--- config.mk ---
export PLATFORM = sky130hd
export DESIGN_NAME = id_ex_pipeline_reg_flat
export DESIGN_NICKNAME = d
export VERILOG_FILES = /design/src/rtl/id_ex_pipeline_reg_if.sv /design/src/rtl/id_ex_pipeline_reg.sv /design/src/flat_wrapper.sv
export SDC_FILE = /design/constraint.sdc
export NUM_CORES = 1
export LEC_CHECK = 0
export CORE_MARGIN = 3
export CORE_UTILIZATION = 37
export DETAILED_ROUTE_END_ITERATION = 7
export PLACE_DENSITY = 0.76
export SYNTH_ARGS = -nofsm -noshare
export SYNTH_HDL_FRONTEND = slang
export SYNTH_SLANG_ARGS = --single-unit
--- constraint.sdc ---
create_clock -name clk -period 1.75 [get_ports clk]
set_input_delay 0.4375 -clock clk [delete_from_list [all_inputs] [get_ports clk]]
set_output_delay 0.4375 -clock clk [all_outputs]
set_load 0.005 [all_outputs]
--- src/rtl/id_ex_pipeline_reg_if.sv ---
// ID/EX pipeline register bundle: decoded ID fields in, registered EX fields out,
// plus flush/hold controls, the load-use stall and the bubble counter.
interface id_ex_pipeline_reg_if #(
  parameter int DATA_W     = 64,
  parameter int REG_ADDR_W = 5,
  parameter int CNT_W      = 16
);
  logic                  id_valid;
  logic [DATA_W-1:0]     id_D1;
  logic [DATA_W-1:0]     id_D2;
  logic [11:0]           id_Imm12;
  logic [8:0]            id_Imm9;
  logic [REG_ADDR_W-1:0] id_Rn;
  logic [REG_ADDR_W-1:0] id_Rm;
  logic [REG_ADDR_W-1:0] id_Rd;
  logic                  id_uses_Rm;
  logic                  id_LDUR_STUR;
  logic                  id_ALUsrc;
  logic [2:0]            id_ALUop;
  logic                  id_MemRead;
  logic                  id_MemWrite;
  logic                  id_RegWrite;
  logic                  id_MemToReg;
  logic                  flush;
  logic                  ext_hold;

  logic                  ex_valid;
  logic [DATA_W-1:0]     ex_D1;
  logic [DATA_W-1:0]     ex_D2;
  logic [11:0]           ex_Imm12;
  logic [8:0]            ex_Imm9;
  logic [REG_ADDR_W-1:0] ex_Rn;
  logic [REG_ADDR_W-1:0] ex_Rm;
  logic [REG_ADDR_W-1:0] ex_Rd;
  logic                  ex_LDUR_STUR;
  logic                  ex_ALUsrc;
  logic [2:0]            ex_ALUop;
  logic                  ex_MemRead;
  logic                  ex_MemWrite;
  logic                  ex_RegWrite;
  logic                  ex_MemToReg;
  logic                  hazard_stall;
  logic [CNT_W-1:0]      bubble_count;

  modport master (
    output id_valid, id_D1, id_D2, id_Imm12, id_Imm9, id_Rn, id_Rm, id_Rd,
           id_uses_Rm, id_LDUR_STUR, id_ALUsrc, id_ALUop,
           id_MemRead, id_MemWrite, id_RegWrite, id_MemToReg, flush, ext_hold,
    input  ex_valid, ex_D1, ex_D2, ex_Imm12, ex_Imm9, ex_Rn, ex_Rm, ex_Rd,
           ex_LDUR_STUR, ex_ALUsrc, ex_ALUop,
           ex_MemRead, ex_MemWrite, ex_RegWrite, ex_MemToReg,
           hazard_stall, bubble_count
  );

  modport slave (
    input  id_valid, id_D1, id_D2, id_Imm12, id_Imm9, id_Rn, id_Rm, id_Rd,
           id_uses_Rm, id_LDUR_STUR, id_ALUsrc, id_ALUop,
           id_MemRead, id_MemWrite, id_RegWrite, id_MemToReg, flush, ext_hold,
    output ex_valid, ex_D1, ex_D2, ex_Imm12, ex_Imm9, ex_Rn, ex_Rm, ex_Rd,
           ex_LDUR_STUR, ex_ALUsrc, ex_ALUop,
           ex_MemRead, ex_MemWrite, ex_RegWrite, ex_MemToReg,
           hazard_stall, bubble_count
  );
endinterface

--- src/rtl/id_ex_pipeline_reg.sv ---
// LEGv8 ID/EX pipeline register with load-use hazard detection, branch flush,
// external hold and a saturating count of hazard bubbles.
module id_ex_pipeline_reg #(
  parameter int DATA_W     = 64,
  parameter int REG_ADDR_W = 5,
  parameter int ZERO_REG   = 31,
  parameter int CNT_W      = 16
) (
  input  logic                 clk,
  input  logic                 reset_n,
  id_ex_pipeline_reg_if.slave  bus
);
  localparam logic [REG_ADDR_W-1:0] XZR = REG_ADDR_W'(ZERO_REG);

  logic                  ex_valid;
  logic [DATA_W-1:0]     ex_D1;
  logic [DATA_W-1:0]     ex_D2;
  logic [11:0]           ex_Imm12;
  logic [8:0]            ex_Imm9;
  logic [REG_ADDR_W-1:0] ex_Rn;
  logic [REG_ADDR_W-1:0] ex_Rm;
  logic [REG_ADDR_W-1:0] ex_Rd;
  logic                  ex_LDUR_STUR;
  logic                  ex_ALUsrc;
  logic [2:0]            ex_ALUop;
  logic                  ex_MemRead;
  logic                  ex_MemWrite;
  logic                  ex_RegWrite;
  logic                  ex_MemToReg;
  logic [CNT_W-1:0]      bubble_count;
  logic                  hazard_stall;

  // A load in EX whose destination feeds the ID instruction; flush overrides it.
  always_comb begin
    hazard_stall = ex_valid & ex_MemRead & (ex_Rd != XZR) & bus.id_valid &
                   ((bus.id_Rn == ex_Rd) | (bus.id_uses_Rm & (bus.id_Rm == ex_Rd))) &
                   ~bus.flush;
  end

  always_ff @(posedge clk or negedge reset_n) begin
    if (!reset_n) begin
      ex_valid     <= 1'b0;
      ex_D1        <= '0;
      ex_D2        <= '0;
      ex_Imm12     <= '0;
      ex_Imm9      <= '0;
      ex_Rn        <= '0;
      ex_Rm        <= '0;
      ex_Rd        <= '0;
      ex_LDUR_STUR <= 1'b0;
      ex_ALUsrc    <= 1'b0;
      ex_ALUop     <= '0;
      ex_MemRead   <= 1'b0;
      ex_MemWrite  <= 1'b0;
      ex_RegWrite  <= 1'b0;
      ex_MemToReg  <= 1'b0;
      bubble_count <= '0;
    end else if (bus.flush || (!bus.ext_hold && hazard_stall)) begin
      // Bubbles clear every field so EX sees a deterministic NOP.
      ex_valid     <= 1'b0;
      ex_D1        <= '0;
      ex_D2        <= '0;
      ex_Imm12     <= '0;
      ex_Imm9      <= '0;
      ex_Rn        <= '0;
      ex_Rm        <= '0;
      ex_Rd        <= '0;
      ex_LDUR_STUR <= 1'b0;
      ex_ALUsrc    <= 1'b0;
      ex_ALUop     <= '0;
      ex_MemRead   <= 1'b0;
      ex_MemWrite  <= 1'b0;
      ex_RegWrite  <= 1'b0;
      ex_MemToReg  <= 1'b0;
      if (!bus.flush && bubble_count != '1)
        bubble_count <= bubble_count + CNT_W'(1);
    end else if (!bus.ext_hold) begin
      ex_valid     <= bus.id_valid;
      ex_D1        <= bus.id_D1;
      ex_D2        <= bus.id_D2;
      ex_Imm12     <= bus.id_Imm12;
      ex_Imm9      <= bus.id_Imm9;
      ex_Rn        <= bus.id_Rn;
      ex_Rm        <= bus.id_Rm;
      ex_Rd        <= bus.id_Rd;
      ex_LDUR_STUR <= bus.id_LDUR_STUR;
      ex_ALUsrc    <= bus.id_ALUsrc;
      ex_ALUop     <= bus.id_ALUop;
      ex_MemRead   <= bus.id_MemRead;
      ex_MemWrite  <= bus.id_MemWrite;
      ex_RegWrite  <= bus.id_RegWrite;
      ex_MemToReg  <= bus.id_MemToReg;
    end
  end

  assign bus.ex_valid     = ex_valid;
  assign bus.ex_D1        = ex_D1;
  assign bus.ex_D2        = ex_D2;
  assign bus.ex_Imm12     = ex_Imm12;
  assign bus.ex_Imm9      = ex_Imm9;
  assign bus.ex_Rn        = ex_Rn;
  assign bus.ex_Rm        = ex_Rm;
  assign bus.ex_Rd        = ex_Rd;
  assign bus.ex_LDUR_STUR = ex_LDUR_STUR;
  assign bus.ex_ALUsrc    = ex_ALUsrc;
  assign bus.ex_ALUop     = ex_ALUop;
  assign bus.ex_MemRead   = ex_MemRead;
  assign bus.ex_MemWrite  = ex_MemWrite;
  assign bus.ex_RegWrite  = ex_RegWrite;
  assign bus.ex_MemToReg  = ex_MemToReg;
  assign bus.hazard_stall = hazard_stall;
  assign bus.bubble_count = bubble_count;
endmodule
--- src/flat_wrapper.sv ---
// flat-port wrapper written by rule: the top's interface ports become plain ports
module id_ex_pipeline_reg_flat 
#(
  parameter int DATA_W     = 64,
  parameter int REG_ADDR_W = 5,
  parameter int ZERO_REG   = 31,
  parameter int CNT_W      = 16
)
  (clk, reset_n, bus_id_valid, bus_id_D1, bus_id_D2, bus_id_Imm12, bus_id_Imm9, bus_id_Rn, bus_id_Rm, bus_id_Rd, bus_id_uses_Rm, bus_id_LDUR_STUR, bus_id_ALUsrc, bus_id_ALUop, bus_id_MemRead, bus_id_MemWrite, bus_id_RegWrite, bus_id_MemToReg, bus_flush, bus_ext_hold, bus_ex_valid, bus_ex_D1, bus_ex_D2, bus_ex_Imm12, bus_ex_Imm9, bus_ex_Rn, bus_ex_Rm, bus_ex_Rd, bus_ex_LDUR_STUR, bus_ex_ALUsrc, bus_ex_ALUop, bus_ex_MemRead, bus_ex_MemWrite, bus_ex_RegWrite, bus_ex_MemToReg, bus_hazard_stall, bus_bubble_count);
  id_ex_pipeline_reg_if #(.DATA_W(DATA_W), .REG_ADDR_W(REG_ADDR_W), .CNT_W(CNT_W)) bus_i ();
  input  logic clk;
  input  logic reset_n;
  input wire logic [$bits(bus_i.id_valid)-1:0] bus_id_valid;
  input wire logic [$bits(bus_i.id_D1)-1:0] bus_id_D1;
  input wire logic [$bits(bus_i.id_D2)-1:0] bus_id_D2;
  input wire logic [$bits(bus_i.id_Imm12)-1:0] bus_id_Imm12;
  input wire logic [$bits(bus_i.id_Imm9)-1:0] bus_id_Imm9;
  input wire logic [$bits(bus_i.id_Rn)-1:0] bus_id_Rn;
  input wire logic [$bits(bus_i.id_Rm)-1:0] bus_id_Rm;
  input wire logic [$bits(bus_i.id_Rd)-1:0] bus_id_Rd;
  input wire logic [$bits(bus_i.id_uses_Rm)-1:0] bus_id_uses_Rm;
  input wire logic [$bits(bus_i.id_LDUR_STUR)-1:0] bus_id_LDUR_STUR;
  input wire logic [$bits(bus_i.id_ALUsrc)-1:0] bus_id_ALUsrc;
  input wire logic [$bits(bus_i.id_ALUop)-1:0] bus_id_ALUop;
  input wire logic [$bits(bus_i.id_MemRead)-1:0] bus_id_MemRead;
  input wire logic [$bits(bus_i.id_MemWrite)-1:0] bus_id_MemWrite;
  input wire logic [$bits(bus_i.id_RegWrite)-1:0] bus_id_RegWrite;
  input wire logic [$bits(bus_i.id_MemToReg)-1:0] bus_id_MemToReg;
  input wire logic [$bits(bus_i.flush)-1:0] bus_flush;
  input wire logic [$bits(bus_i.ext_hold)-1:0] bus_ext_hold;
  output wire logic [$bits(bus_i.ex_valid)-1:0] bus_ex_valid;
  output wire logic [$bits(bus_i.ex_D1)-1:0] bus_ex_D1;
  output wire logic [$bits(bus_i.ex_D2)-1:0] bus_ex_D2;
  output wire logic [$bits(bus_i.ex_Imm12)-1:0] bus_ex_Imm12;
  output wire logic [$bits(bus_i.ex_Imm9)-1:0] bus_ex_Imm9;
  output wire logic [$bits(bus_i.ex_Rn)-1:0] bus_ex_Rn;
  output wire logic [$bits(bus_i.ex_Rm)-1:0] bus_ex_Rm;
  output wire logic [$bits(bus_i.ex_Rd)-1:0] bus_ex_Rd;
  output wire logic [$bits(bus_i.ex_LDUR_STUR)-1:0] bus_ex_LDUR_STUR;
  output wire logic [$bits(bus_i.ex_ALUsrc)-1:0] bus_ex_ALUsrc;
  output wire logic [$bits(bus_i.ex_ALUop)-1:0] bus_ex_ALUop;
  output wire logic [$bits(bus_i.ex_MemRead)-1:0] bus_ex_MemRead;
  output wire logic [$bits(bus_i.ex_MemWrite)-1:0] bus_ex_MemWrite;
  output wire logic [$bits(bus_i.ex_RegWrite)-1:0] bus_ex_RegWrite;
  output wire logic [$bits(bus_i.ex_MemToReg)-1:0] bus_ex_MemToReg;
  output wire logic [$bits(bus_i.hazard_stall)-1:0] bus_hazard_stall;
  output wire logic [$bits(bus_i.bubble_count)-1:0] bus_bubble_count;
  assign bus_i.id_valid = bus_id_valid;
  assign bus_i.id_D1 = bus_id_D1;
  assign bus_i.id_D2 = bus_id_D2;
  assign bus_i.id_Imm12 = bus_id_Imm12;
  assign bus_i.id_Imm9 = bus_id_Imm9;
  assign bus_i.id_Rn = bus_id_Rn;
  assign bus_i.id_Rm = bus_id_Rm;
  assign bus_i.id_Rd = bus_id_Rd;
  assign bus_i.id_uses_Rm = bus_id_uses_Rm;
  assign bus_i.id_LDUR_STUR = bus_id_LDUR_STUR;
  assign bus_i.id_ALUsrc = bus_id_ALUsrc;
  assign bus_i.id_ALUop = bus_id_ALUop;
  assign bus_i.id_MemRead = bus_id_MemRead;
  assign bus_i.id_MemWrite = bus_id_MemWrite;
  assign bus_i.id_RegWrite = bus_id_RegWrite;
  assign bus_i.id_MemToReg = bus_id_MemToReg;
  assign bus_i.flush = bus_flush;
  assign bus_i.ext_hold = bus_ext_hold;
  assign bus_ex_valid = bus_i.ex_valid;
  assign bus_ex_D1 = bus_i.ex_D1;
  assign bus_ex_D2 = bus_i.ex_D2;
  assign bus_ex_Imm12 = bus_i.ex_Imm12;
  assign bus_ex_Imm9 = bus_i.ex_Imm9;
  assign bus_ex_Rn = bus_i.ex_Rn;
  assign bus_ex_Rm = bus_i.ex_Rm;
  assign bus_ex_Rd = bus_i.ex_Rd;
  assign bus_ex_LDUR_STUR = bus_i.ex_LDUR_STUR;
  assign bus_ex_ALUsrc = bus_i.ex_ALUsrc;
  assign bus_ex_ALUop = bus_i.ex_ALUop;
  assign bus_ex_MemRead = bus_i.ex_MemRead;
  assign bus_ex_MemWrite = bus_i.ex_MemWrite;
  assign bus_ex_RegWrite = bus_i.ex_RegWrite;
  assign bus_ex_MemToReg = bus_i.ex_MemToReg;
  assign bus_hazard_stall = bus_i.hazard_stall;
  assign bus_bubble_count = bus_i.bubble_count;
  id_ex_pipeline_reg #(.DATA_W(DATA_W), .REG_ADDR_W(REG_ADDR_W), .ZERO_REG(ZERO_REG), .CNT_W(CNT_W)) u_core (.clk(clk), .reset_n(reset_n), .bus(bus_i));
endmodule
==> metrics.csv, run 1 <==
metric;value;unit
syn2layout_area_growth;72.7;%
r2r_cells;8;
status;complete, but fails checks;
ys_seq_elements;190;
rr_startpoint;u_core.bus.ex_Rd[4]$_DFFE_PN0P_;
power.density;771;nW/um^2
dieArea;22100;um^2
leakagePower;0.00771;uW
r2r_setup_slack;-0.29;ns
crit_type;register to output port;
syn_avg_cell_area;13.8;um^2
synth_seq_area_share;63.1;%
seq_area;4760;um^2
synth_nets;726;
coreArea;19700;um^2
ant_nets;0;
rr_endpoint;u_core.bus.ex_D1[41]$_DFFE_PN0P_;
hold_depth;3;
die_h;149;um
setup_slack;-0.316;ns
antenna_found_initial;2;
max_freq;484;MHz
grt_max_degree;73;
violations;setup timing;
syn_inst;546;
cp-start-kind;register;
avgViaCountPerCell;5.50;
initial_core_util;38.2;%
grt_first_pass_wirelength;39.6;mm
hold-path-endpoint;u_core.bus.ex_Rm[4]$_DFFE_PN0P_;
end_kind;output port;
cts.sinks;190;
finalMaxSlewViolations;0;
rsz0062_at_grt;true;
stdcell_area;13000;um^2
wirelength;26.4;mm
numCtsBuffers;17;
hold_viol;0;
first_pass_iters;5;
place_area;11800;um^2
hp-class;input pin to register;
grt_overflow;0;
finalSetupViolations;133;
dr_total_vias;6679;
worst_ep_arrival_time;1.63;ns
path_clk_slew;0.07;ns
gp_congestion;0.784;
synth_edf_count;0;
synth_ff_type;dfrtp_1;
multi_input_area;2500;um^2
drt_iter0_drc;346;
drive_gt1_share;13.3;%
fin_setup_tns;-17.66;ns
rows;51;
min_from;bus_id_Rm[4];
worstPathMaxFanout;5;
synth_cell_type_count;30;
die_width;149;um
grt.total_usage;22.8;%
drcViolationCount;0;
htreeDepth;4;
dp_cells;1163;
cts.path.max_buffers;2;
cts_tree;yes;
cap_violations;0;
grt_pass1_vias;6941;
irDropWorstVdd;629;uV
port_buffers;369;
nNetsFinal;1115;
async_flop_share;100;%
finalCriticalPeriod;2.07;ns
nFillCells;1418;
io_pins;370;
worst_pin_slew;0.438;ns
crit_required;1.31;ns
fin_skew;0.0136;ns
clock_latency;0.43;ns
root_buffer;clkbuf_16;
wire_per_inst;21.8;um
yosysWarnings;0;
min_period_over_period;118;%
syn_area;7530;um^2
finalNonFillerCells;1215;
slew_headroom;70.8;%
dp_hpwl;17.8;mm
## power by group
| group | switching [uW] | internal [uW] | total [uW] | leakage, uW |
|---|---|---|---|---|
| Clock | 1820 | 1960 | 3770 | 0.000277 |
| Combinational | 567 | 948 | 1520 | 0.00491 |
| Sequential | 128 | 4610 | 4740 | 0.00252 |
## area by class of cell
cell class	count	area share (%)
clock inverters	13	0.933
inverters	14	0.442
clock buffers	19	3.48
multi-input cells	279	19.2
flip-flops and latches	190	36.6
well taps	265	2.55
diodes	2	0.0385
repair buffers	433	36.7
## critical path, cell delays in order, from the launching register on
cell and delay, ns:
dfrtp_2 0.45, nand4_1 0.14, o2111ai_2 0.26, nand2b_4 0.20, clkinv_4 0.05, buf_6 0.11
## routing by layer
layer	vias up	share of wire [%]	track usage (%)
met1	3386	37	26.8
met5	-	0	0
met3	46	7.5	6.58
met2	281	53	39.5
li1	2966	-	-
met4	0	2.4	8.73
## worst max path at each step
stage                                             endpoint  slack [ns]  cells past startpoint                            start
after CTS                                 bus_hazard_stall       -0.40                      6  u_core.bus.ex_Rd[4]$_DFFE_PN0P_
after detailed placement                  bus_hazard_stall       -0.81                      7                     bus_id_Rn[4]
after global routing                      bus_hazard_stall       -0.40                      6  u_core.bus.ex_Rd[0]$_DFFE_PN0P_
final                                     bus_hazard_stall       -0.32                      5  u_core.bus.ex_Rd[4]$_DFFE_PN0P_
after global placement                    bus_hazard_stall       -0.73                      7                     bus_id_Rn[3]
after floorplan           u_core.bus.ex_D1[11]$_DFFE_PN0P_      -0.003                      8  u_core.bus.ex_Rd[0]$_DFFE_PN0P_
## layout by cell type, fill, tap and decap left out, types with 8 or more instances in the layout
cell / count
dfrtp_1: 184
clkdlybuf4s50_1: 175
a32o_1: 158
dlymetal6s2s_1: 148
dlygate4sd2_1: 42
buf_4: 40
nand2_1: 22
xnor2_1: 17
clkbuf_16: 17
nand3_1: 13
inv_1: 12
buf_12: 10
buf_6: 8
## sequential cells by signal (all words and copies together) (netlist names)
register / flops
u_core.bus.ex_RegWrite: 1
u_core.bus.ex_ALUsrc: 1
u_core.bus.ex_Rm: 5
u_core.bus.ex_MemToReg: 1
u_core.bus.ex_D1: 64
u_core.bus.ex_Imm9: 9
u_core.bus.bubble_count: 16
u_core.bus.ex_valid: 1
u_core.bus.ex_Imm12: 12
u_core.bus.ex_MemRead: 1
u_core.bus.ex_ALUop: 3
u_core.bus.ex_LDUR_STUR: 1
u_core.bus.ex_MemWrite: 1
u_core.bus.ex_D2: 64
u_core.bus.ex_Rd: 5
u_core.bus.ex_Rn: 5
## cells by family (layout without fill, tap and decap cells)
kind of cell	Yosys count	after routing	synth area share, %
flops	190	190	63.1
compound gates	178	178	23.0
buf+inv	77	479	5.43
simple gates	74	74	5.20
xor+xnor	24	24	2.79
mux	2	2	0.282
fa+ha+maj	1	1	0.166
other cells	0	2	0
## Yosys cell counts (5+ instances only)
cell	instances	area share [%]
a32o_1	158	21
buf_1	6	0.30
buf_2	9	0.60
buf_6	14	2.1
clkbuf_1	33	1.6
dfrtp_1	190	63
inv_1	13	0.65
nand2_1	22	1.1
nand3_1	13	0.86
nand3b_1	7	0.70
nand4_1	7	0.58
nor2_1	7	0.35
o21ai_0	5	0.33
o41ai_1	11	1.3
xnor2_1	24	2.8
## what timing repair did
action	4_1_cts	5_1_grt
pin swaps	2	7
hold buffers	1	0
endpoints found under the hold margin	36	0
cloned	4	1
resized for setup	60	165
setup buffers	2	11
endpoints found under the setup margin	303	323
## per-stage QoR
| stage | setup WS [ns] | utilization [%] | total power [uW] | hold slack [ns] |
|---|---|---|---|---|
| 2_1_floorplan | -0.00278 | - | 5220 | 0.142 |
| 3_3_place_gp | -0.734 | 59.7 | 6370 | 0.419 |
| 3_5_place_dp | -0.808 | 59.7 | 6390 | 0.421 |
| 4_1_cts | -0.395 | 63.3 | 10200 | 0.468 |
| 5_1_grt | -0.396 | 66.0 | 10500 | 0.357 |
| 6_report | -0.316 | 66.0 | 10000 | 0.365 |
Power figures use the tool's default switching activity.
==> run 2: changes to the inputs <==
Settings changed: CTS_CLUSTER_DIAMETER set to 60.
==> results of run 2 <==
Final layout, timing and power as in run 1 (identical DEF).
